**config.mk**
```make
export PLATFORM = sky130hd
export DESIGN_NAME = imem_responder
export DESIGN_NICKNAME = d
export VERILOG_FILES = /design/src/rtl/imem_responder.sv
export SDC_FILE = /design/constraint.sdc
export NUM_CORES = 2
export LEC_CHECK = 0
export ABC_AREA = 0
export CAP_MARGIN = 20
export CORE_AREA = 2 2 465 467
export DETAILED_ROUTE_END_ITERATION = 7
export DIE_AREA = 0 0 467 469
export SYNTH_ARGS = -nofsm -noshare
export SYNTH_HDL_FRONTEND = slang
export SYNTH_SLANG_ARGS = --single-unit
```
**constraint.sdc**
```tcl
create_clock -name clk -period 4 [get_ports clk]
set_input_delay 0.6 -clock clk [delete_from_list [all_inputs] [get_ports clk]]
set_output_delay 0.6 -clock clk [all_outputs]
set_load 0.01 [all_outputs]
```
**src/rtl/imem_responder.sv**
```systemverilog
// Instruction memory responder: fixed-latency reads into an in-order response FIFO,
// with credit-based request gating, misalignment/range errors and a flush.
module imem_responder #(
  parameter int N     = 64,
  parameter int DEPTH = 64,
  parameter int LAT   = 2,
  parameter int Q     = 4
) (
  input  logic                     clk,
  input  logic                     reset,
  input  logic                     req_valid,
  input  logic [N-1:0]             req_addr,
  output logic                     req_ready,
  output logic                     rsp_valid,
  output logic [31:0]              rsp_instr,
  output logic                     rsp_err,
  input  logic                     rsp_ready,
  input  logic                     flush,
  input  logic                     load_en,
  input  logic [$clog2(DEPTH)-1:0] load_addr,
  input  logic [31:0]              load_data
);

  localparam int AW = $clog2(DEPTH);
  localparam int CW = $clog2(Q + 1);
  localparam int PW = (Q > 1) ? $clog2(Q) : 1;
  localparam logic [N-1:0] LIMIT = N'(4 * DEPTH);
  localparam logic [31:0]  NOP   = 32'hD503201F;

  typedef struct packed {
    logic        err;
    logic [31:0] instr;
  } rsp_t;

  logic [31:0]   mem [DEPTH];
  logic [CW-1:0] out_cnt;
  logic          accept, retire, push;
  rsp_t          dat_in, push_dat;

  assign req_ready = (out_cnt < CW'(Q)) && !flush;
  assign accept    = req_valid && req_ready;
  assign retire    = rsp_valid && rsp_ready;

  // Memory is deliberately not reset; the read below sees pre-edge contents.
  always_ff @(posedge clk) begin
    if (load_en) mem[load_addr] <= load_data;
  end

  always_comb begin
    dat_in.err   = (req_addr[1:0] != 2'b00) || (req_addr >= LIMIT);
    dat_in.instr = dat_in.err ? NOP : mem[req_addr[AW+1:2]];
  end

  always_ff @(posedge clk or posedge reset) begin
    if (reset)      out_cnt <= '0;
    else if (flush) out_cnt <= '0;
    else            out_cnt <= out_cnt + CW'(accept) - CW'(retire);
  end

  // LAT-1 register stages between accept and FIFO push.
  generate
    if (LAT == 1) begin : g_nopipe
      assign push     = accept;
      assign push_dat = dat_in;
    end else begin : g_pipe
      logic [LAT-1:1] vld_pipe;
      rsp_t [LAT-1:1] dat_pipe;

      always_ff @(posedge clk or posedge reset) begin
        if (reset)      vld_pipe <= '0;
        else if (flush) vld_pipe <= '0;
        else begin
          vld_pipe[1] <= accept;
          for (int s = 2; s < LAT; s++) vld_pipe[s] <= vld_pipe[s-1];
        end
      end

      always_ff @(posedge clk) begin
        dat_pipe[1] <= dat_in;
        for (int s = 2; s < LAT; s++) dat_pipe[s] <= dat_pipe[s-1];
      end

      assign push     = vld_pipe[LAT-1];
      assign push_dat = dat_pipe[LAT-1];
    end
  endgenerate

  rsp_t          fifo [Q];
  logic [PW-1:0] rd_ptr, wr_ptr;
  logic [CW-1:0] cnt;

  function automatic logic [PW-1:0] nxt(input logic [PW-1:0] p);
    return (p == PW'(Q - 1)) ? '0 : p + 1'b1;
  endfunction

  always_ff @(posedge clk) begin
    if (push && !flush) fifo[wr_ptr] <= push_dat;
  end

  always_ff @(posedge clk or posedge reset) begin
    if (reset) begin
      rd_ptr <= '0;
      wr_ptr <= '0;
      cnt    <= '0;
    end else if (flush) begin
      rd_ptr <= '0;
      wr_ptr <= '0;
      cnt    <= '0;
    end else begin
      if (push)   wr_ptr <= nxt(wr_ptr);
      if (retire) rd_ptr <= nxt(rd_ptr);
      cnt <= cnt + CW'(push) - CW'(retire);
    end
  end

  // Outputs forced to zero when empty so reset shows clean zeros.
  assign rsp_valid = (cnt != '0);
  assign rsp_instr = rsp_valid ? fifo[rd_ptr].instr : '0;
  assign rsp_err   = rsp_valid ? fifo[rd_ptr].err   : 1'b0;

endmodule
```
* Yosys cells after proc, flatten, opt, wreduce, memory -nomap -nowiden
Memories as Yosys holds them, arrays and structs flattened. A register that Yosys moved wholly into a read port is not among the register bits.
Index checks and enable logic that the tools add are counted.
** Storage, ports and cells
- Flip-flop bits (word level) :: 12
- Memory bits (writable) :: 2180
- Bits of input ports :: 108
- Logic and storage cells :: 43
- Memories :: 2
** Operators by class
- $add $sub $neg :: 6
- Magnitude comparators :: 2
- Eq/ne operators :: 2
- Muxes and demuxes :: 15
- Reduce and logical (&&, ||, !) cells :: 10
** Memory list
- mem :: words 64, bits a word 32, read ports 1, clocked after Yosys merged registers in 1, write ports 1, line 35 : logic [31:0] mem [DEPTH];
- fifo :: words 4, bits a word 33, read ports 1, clocked after Yosys merged registers in 0, write ports 1, line 88 : rsp_t fifo [Q];
** Operators with widths (count)
- greater-or-equal comparator 64 x 9 -> 1 bit, second input constant :: 1
- two-way mux 32 bit :: 1
- two-way mux 2 bit :: 6
- adder 3 x 1 -> 3 bit :: 2
- two-way mux 1 bit :: 6
- two-way mux 3 bit :: 2
- nonzero test 2 bit :: 3
- subtractor 3 x 1 -> 3 bit :: 2
- adder 2 x 1 -> 2 bit, second input constant :: 2
- == test 2 bit, second input constant :: 2
- logical AND 1 bit :: 4
- < comparator 3 bit, second input constant :: 1
- nonzero test 3 bit :: 1
- zero test 1 bit :: 1
- logical OR 1 bit :: 1

* Logic depth before layout (Yosys ltp)
- Word-level depth :: 6
- Gate-level depth with buffers :: 11

* Least setup slack after synthesis
OpenSTA, ideal clock, no wires.
- Kind :: input -> register
- Start :: input load_addr[4]
- End :: memory mem[32][0] (enable)
- Library setup time :: 461 ps
- Data arrival time :: 3450 ps
- Slack :: 89 ps
- Stages :: 4
- Buffers on the path :: 1
- Cells stage by stage :: clkbuf_1 -> nor4bb_1 -> nand2b_1 -> nor3_1
** RTL lines
- from (decl) :: line 20 : input logic [$clog2(DEPTH)-1:0] load_addr,
- to (decl) :: line 35
Straight into the memory's write port.

* Worst setup path in the final report
- Start :: register rd_ptr[0]
- End :: output rsp_instr[4]
** On the way
- Word-level cells in the longest chain between the ends :: 2
** RTL lines
- from (decl) :: line 89 : logic [PW-1:0] rd_ptr, wr_ptr;
- from (signal assigned) :: line 111 : if (retire) rd_ptr <= nxt(rd_ptr);
- memory (4 x 33 bit)
- two-way mux 32 bit :: line 118 : assign rsp_instr = rsp_valid ? fifo[rd_ptr].instr : '0;
- to (decl) :: line 15 : output logic [31:0] rsp_instr,
Every way passes these cells.

==> impl_summary.md <==
Run status
The flow ran to the end, and the final reports show no timing, DRC or antenna violations.

Logic synthesis
The total of warnings raised by yosys is 0. Counting flops with an async set or reset pin after synthesis yields a share of less than 1%. The count of different cell masters after synthesis is between 60 and 70. In the synthesized netlist, mux cells make up 15.1% of the area. Synthesis handed over a netlist of between 3,000 and 4,000 instances. Sequential cells were found to cover around 80% of the synthesized design area.

Summing the areas of all xor and xnor instances in the mapped netlist gives 0.0411% of the synthesized area. The total of flip-flops plus latches after synthesis is approximately 2,200. The average size of a mapped cell is between 20 and 25 um2. The arithmetic-cell share of the synthesized area counting full adders, half adders and majority gates is less than 1%. The mapped cell area is between 80,000 and 90,000 um2. The synthesized netlist devotes under 10% of its cell area to compound gates. After Yosys synthesis, and, or, nand and nor cells account for 2.08% of the synthesized area. The net count after synthesis is 4,080. The number of synthesized flops with an enable pin is 2,180. The most used flip-flop cell after synthesis is sky130_fd_sc_hd__edfxtp_1. The combinational family with the most area after synthesis is multiplexers.

Global route
Entering global routing, the biggest net connects 66 pins. The number of antenna violations at the first check in global routing is 12. The first global-routing pass estimated about 320,000 um of wire. The total congestion overflow after global routing is 0. In the global route stage, overall resource usage came out at 20.7%. The number of global-route vias before repair is approximately 43,000.

Routing
The detail route stage leaves a number of antenna-violating nets equal to 0. After the first detailed-routing iteration, the DRC count stood at around 5,000. In the final routed layout, each cell accounts on average for just over 30 um.

The number of iterations in the first detailed-routing pass is 8. The total number of vias is 42,400. The average vias per placed instance is roughly 5.8.

The wire length reported by the detailed router is around 230,000 um. In the routed design, unresolved DRC markers number 0.

Clock network
The count of hold buffers inserted by post-cts repair is 0. The number of H-tree branching levels is 4. The root cell of the clock tree is sky130_fd_sc_hd__clkbuf_16.

The count of instances resized after the clock tree is built is 0. TritonCTS built the clock tree. The number of buffers inserted during clock tree synthesis is between 200 and 250.

The clock edge transition at the registers on the reported setup and hold paths is ~0.06 ns. Clock tree synthesis found a total of between 2,000 and 2,500 sinks. The total setup buffers inserted after CTS is 0. The worst-case clock buffer depth is 3. The clock reaches the later pin of the worst-skew pair after 0.85 ns.

Place
The placer's final routability congestion estimate is 0.796. During placement, the flow inserted port buffers numbering 142. Summed over all nets, the half-perimeter wirelength after detailed placement is ~130,000 um.

Final layout
The total number of nets in the final design is 4,466. The top cell types in the final layout, fill and taps aside, are 2,180 x sky130_fd_sc_hd__edfxtp_1, 435 x sky130_fd_sc_hd__mux4_2, 299 x sky130_fd_sc_hd__mux2i_1. The area overhead of the layout relative to synthesis is 16.6%.

The final core area utilization is between 40% and 50%. The library cell used most frequently in the layout, excluding fill and tap cells, is sky130_fd_sc_hd__edfxtp_1. In the final layout, the share of cells above drive strength 1 is approximately a quarter.

Worst hold path
The source of the worst hold timing path is load_data[31]. The path type of the worst min-delay path is in2reg. For hold timing, the worst endpoint is mem[60][31].

Counting instances, the worst hold path has a depth of 1.

Critical path
The critical path in this run is classified as reg2out. At the worst endpoint, the required time is 3.40 ns. The sum of buffers and inverters on the critical path is 2.

Counting cells, the worst reg-to-reg path comes to 11. The capture instance of the worst register-to-register path is out_cnt[2]. In this run the register-to-register setup slack is roughly 1.3 ns. The category of cells accounting for the largest share of critical-path delay is buffers and inverters. In this run the critical register-to-register path is launched from cnt[1]. The worst-path maximum fanout is 26. Data on the critical path arrives at its endpoint at just over 3 ns. The worst setup path is captured at an output pin. STA classifies the critical path startpoint as a flop. The signal on the critical path passes through buf_12, mux4_2, and2_1, clkdlybuf4s50_1. The largest single stage delay on the critical path is between 0.6 and 0.7 ns. The slowest stage of the critical path belongs to the cell sky130_fd_sc_hd__dfrtp_2.

Power
In this run the static leakage power is between 0.03 and 0.04 uW. Power spread over the standard cell area amounts to 500 nW/um2. IR analysis of the VDD net gives a maximum drop of ~0.00046 V.

Timing
Setup repair after global routing left no endpoint under its margin. Setup violations remaining at the end of the flow were counted as 0. The worst clock skew on the final layout is around 0.019 ns. The worst path in the final design needs a cycle of between 3 and 4 ns, including I/O delays and setup. Dividing the final minimum period by the clock period gives between 90% and 100%. The worst slew margin relative to its limit is 27.5%. The number of max-slew violations in the final report came to 0. The final number of hold-violating endpoints was 0.

The setup TNS is 0 ns. Static timing analysis puts the maximum clock frequency at 0.274 GHz. The transition time of the tightest slew-check pin is around 1.1 ns.

Floorplanning
The starting utilization of the core area is 39.8%. The row count is between 150 and 200. The die covers around 220,000 um2. The core footprint is between 200,000 and 250,000 um2. The width of the chip is around 470 um.

In this run the vertical extent of the chip is ~470 um. The number of top-level pins is roughly 140.

Job
Max-cap violations in this run came to 0.
-- synthesized netlist by cell type, types with 10 or more instances --
master | number | area, um2
sky130_fd_sc_hd__dfrtp_1 | 11 | 275
sky130_fd_sc_hd__buf_4 | 20 | 150
sky130_fd_sc_hd__buf_1 | 22 | 82.6
sky130_fd_sc_hd__nor4_1 | 18 | 113
sky130_fd_sc_hd__edfxtp_1 | 2180 | 65500
sky130_fd_sc_hd__a211oi_1 | 21 | 158
sky130_fd_sc_hd__o22ai_1 | 78 | 488
sky130_fd_sc_hd__inv_1 | 12 | 45.0
sky130_fd_sc_hd__o21ai_0 | 11 | 55.1
sky130_fd_sc_hd__nor3_1 | 33 | 165
sky130_fd_sc_hd__a21oi_1 | 74 | 370
sky130_fd_sc_hd__a221o_1 | 17 | 170
sky130_fd_sc_hd__buf_2 | 40 | 200
sky130_fd_sc_hd__and2_1 | 44 | 275
sky130_fd_sc_hd__mux4_2 | 435 | 9800
sky130_fd_sc_hd__nand3_1 | 20 | 100
sky130_fd_sc_hd__clkbuf_1 | 101 | 379
sky130_fd_sc_hd__nor2_1 | 98 | 368
sky130_fd_sc_hd__buf_6 | 35 | 394
sky130_fd_sc_hd__o221ai_1 | 112 | 981
sky130_fd_sc_hd__nor2b_1 | 10 | 62.6
sky130_fd_sc_hd__nand2_1 | 124 | 465
sky130_fd_sc_hd__dfxtp_1 | 33 | 661
sky130_fd_sc_hd__mux2i_1 | 299 | 2990
-- worst max-delay path by stage --
| stage | startpoint | end | slack, ns | cells past startpoint |
|---|---|---|---|---|
| 3_5_place_dp | req_addr[19] | g_pipe.dat_pipe[0] | 0.49 | 7 |
| 6_report | rd_ptr[0] | rsp_instr[4] | 0.35 | 4 |
| 4_1_cts | cnt[1] | rsp_instr[30] | 0.18 | 3 |
| 5_1_grt | rd_ptr[0] | rsp_instr[4] | 0.16 | 4 |
| 2_1_floorplan | load_addr[4] | mem[32][0] | 0.09 | 4 |
| 3_3_place_gp | req_addr[19] | g_pipe.dat_pipe[0] | 0.47 | 7 |
-- through the flow --
stage               power (uW)  hold slack (ns)  worst slack, ns  cell area [um2]  instances
floorplan                28100            0.438           0.0885            85200       3961
global placement         29800            0.490            0.467            91800       6952
detailed placement       29900            0.499            0.489            91800       6952
CTS                      49900           0.0245            0.179            98800       7347
global route             51000           0.0278            0.163            99300       7368
finish                   49600           0.0541            0.347            99300       7369
-- report_power, final --
part | total, uW | internal [uW] | switching, uW
sequential | 25800 | 25700 | 86.9
combinational | 3580 | 1560 | 2020
clock | 20200 | 11600 | 8580
-- state kept, by name, indices dropped and copies added, names as in the netlist --
| signal | count |
|---|---|
| g_pipe.dat_pipe | 33 |
| fifo | 132 |
| g_pipe.vld_pipe | 1 |
| out_cnt | 3 |
| cnt | 3 |
| mem | 2048 |
| rd_ptr | 2 |
| wr_ptr | 2 |
-- kinds of logic (layout without fill, tap and decap cells) --
| family | after synthesis | in the layout |
|---|---|---|
| DFF | 2224 | 2224 |
| muxes | 743 | 743 |
| and+or+nand+nor | 379 | 379 |
| AOI/OAI and AO/OA | 367 | 367 |
| buffers and inverters | 233 | 801 |
| adders and majority gates | 11 | 11 |
| xor gates and xnor gates | 4 | 4 |
| other | 0 | 2 |
-- layer usage --
layer / vias up / global-route usage (%) / share of wire [%]
li1: 17500 / - / -
met1: 22900 / 28.9 / 41
met2: 1738 / 33.9 / 49
met3: 292 / 3.15 / 7.2
met4: 6 / 5.84 / 2.6
met5: - / 0 / 0.013
-- cell type report --
type / count / area [um2]
Tap cell: 2838 / 3550
Clock inverter: 141 / 1380
Clock buffer: 254 / 5620
Antenna cell: 2 / 5.00
Inverter: 15 / 60.1
Fill cell: 17600 / 115000
Timing Repair Buffer: 391 / 4260
Sequential cell: 2224 / 66400
Multi-Input combinational cell: 1504 / 18000
No activity file was read; power rests on OpenSTA's default activity.
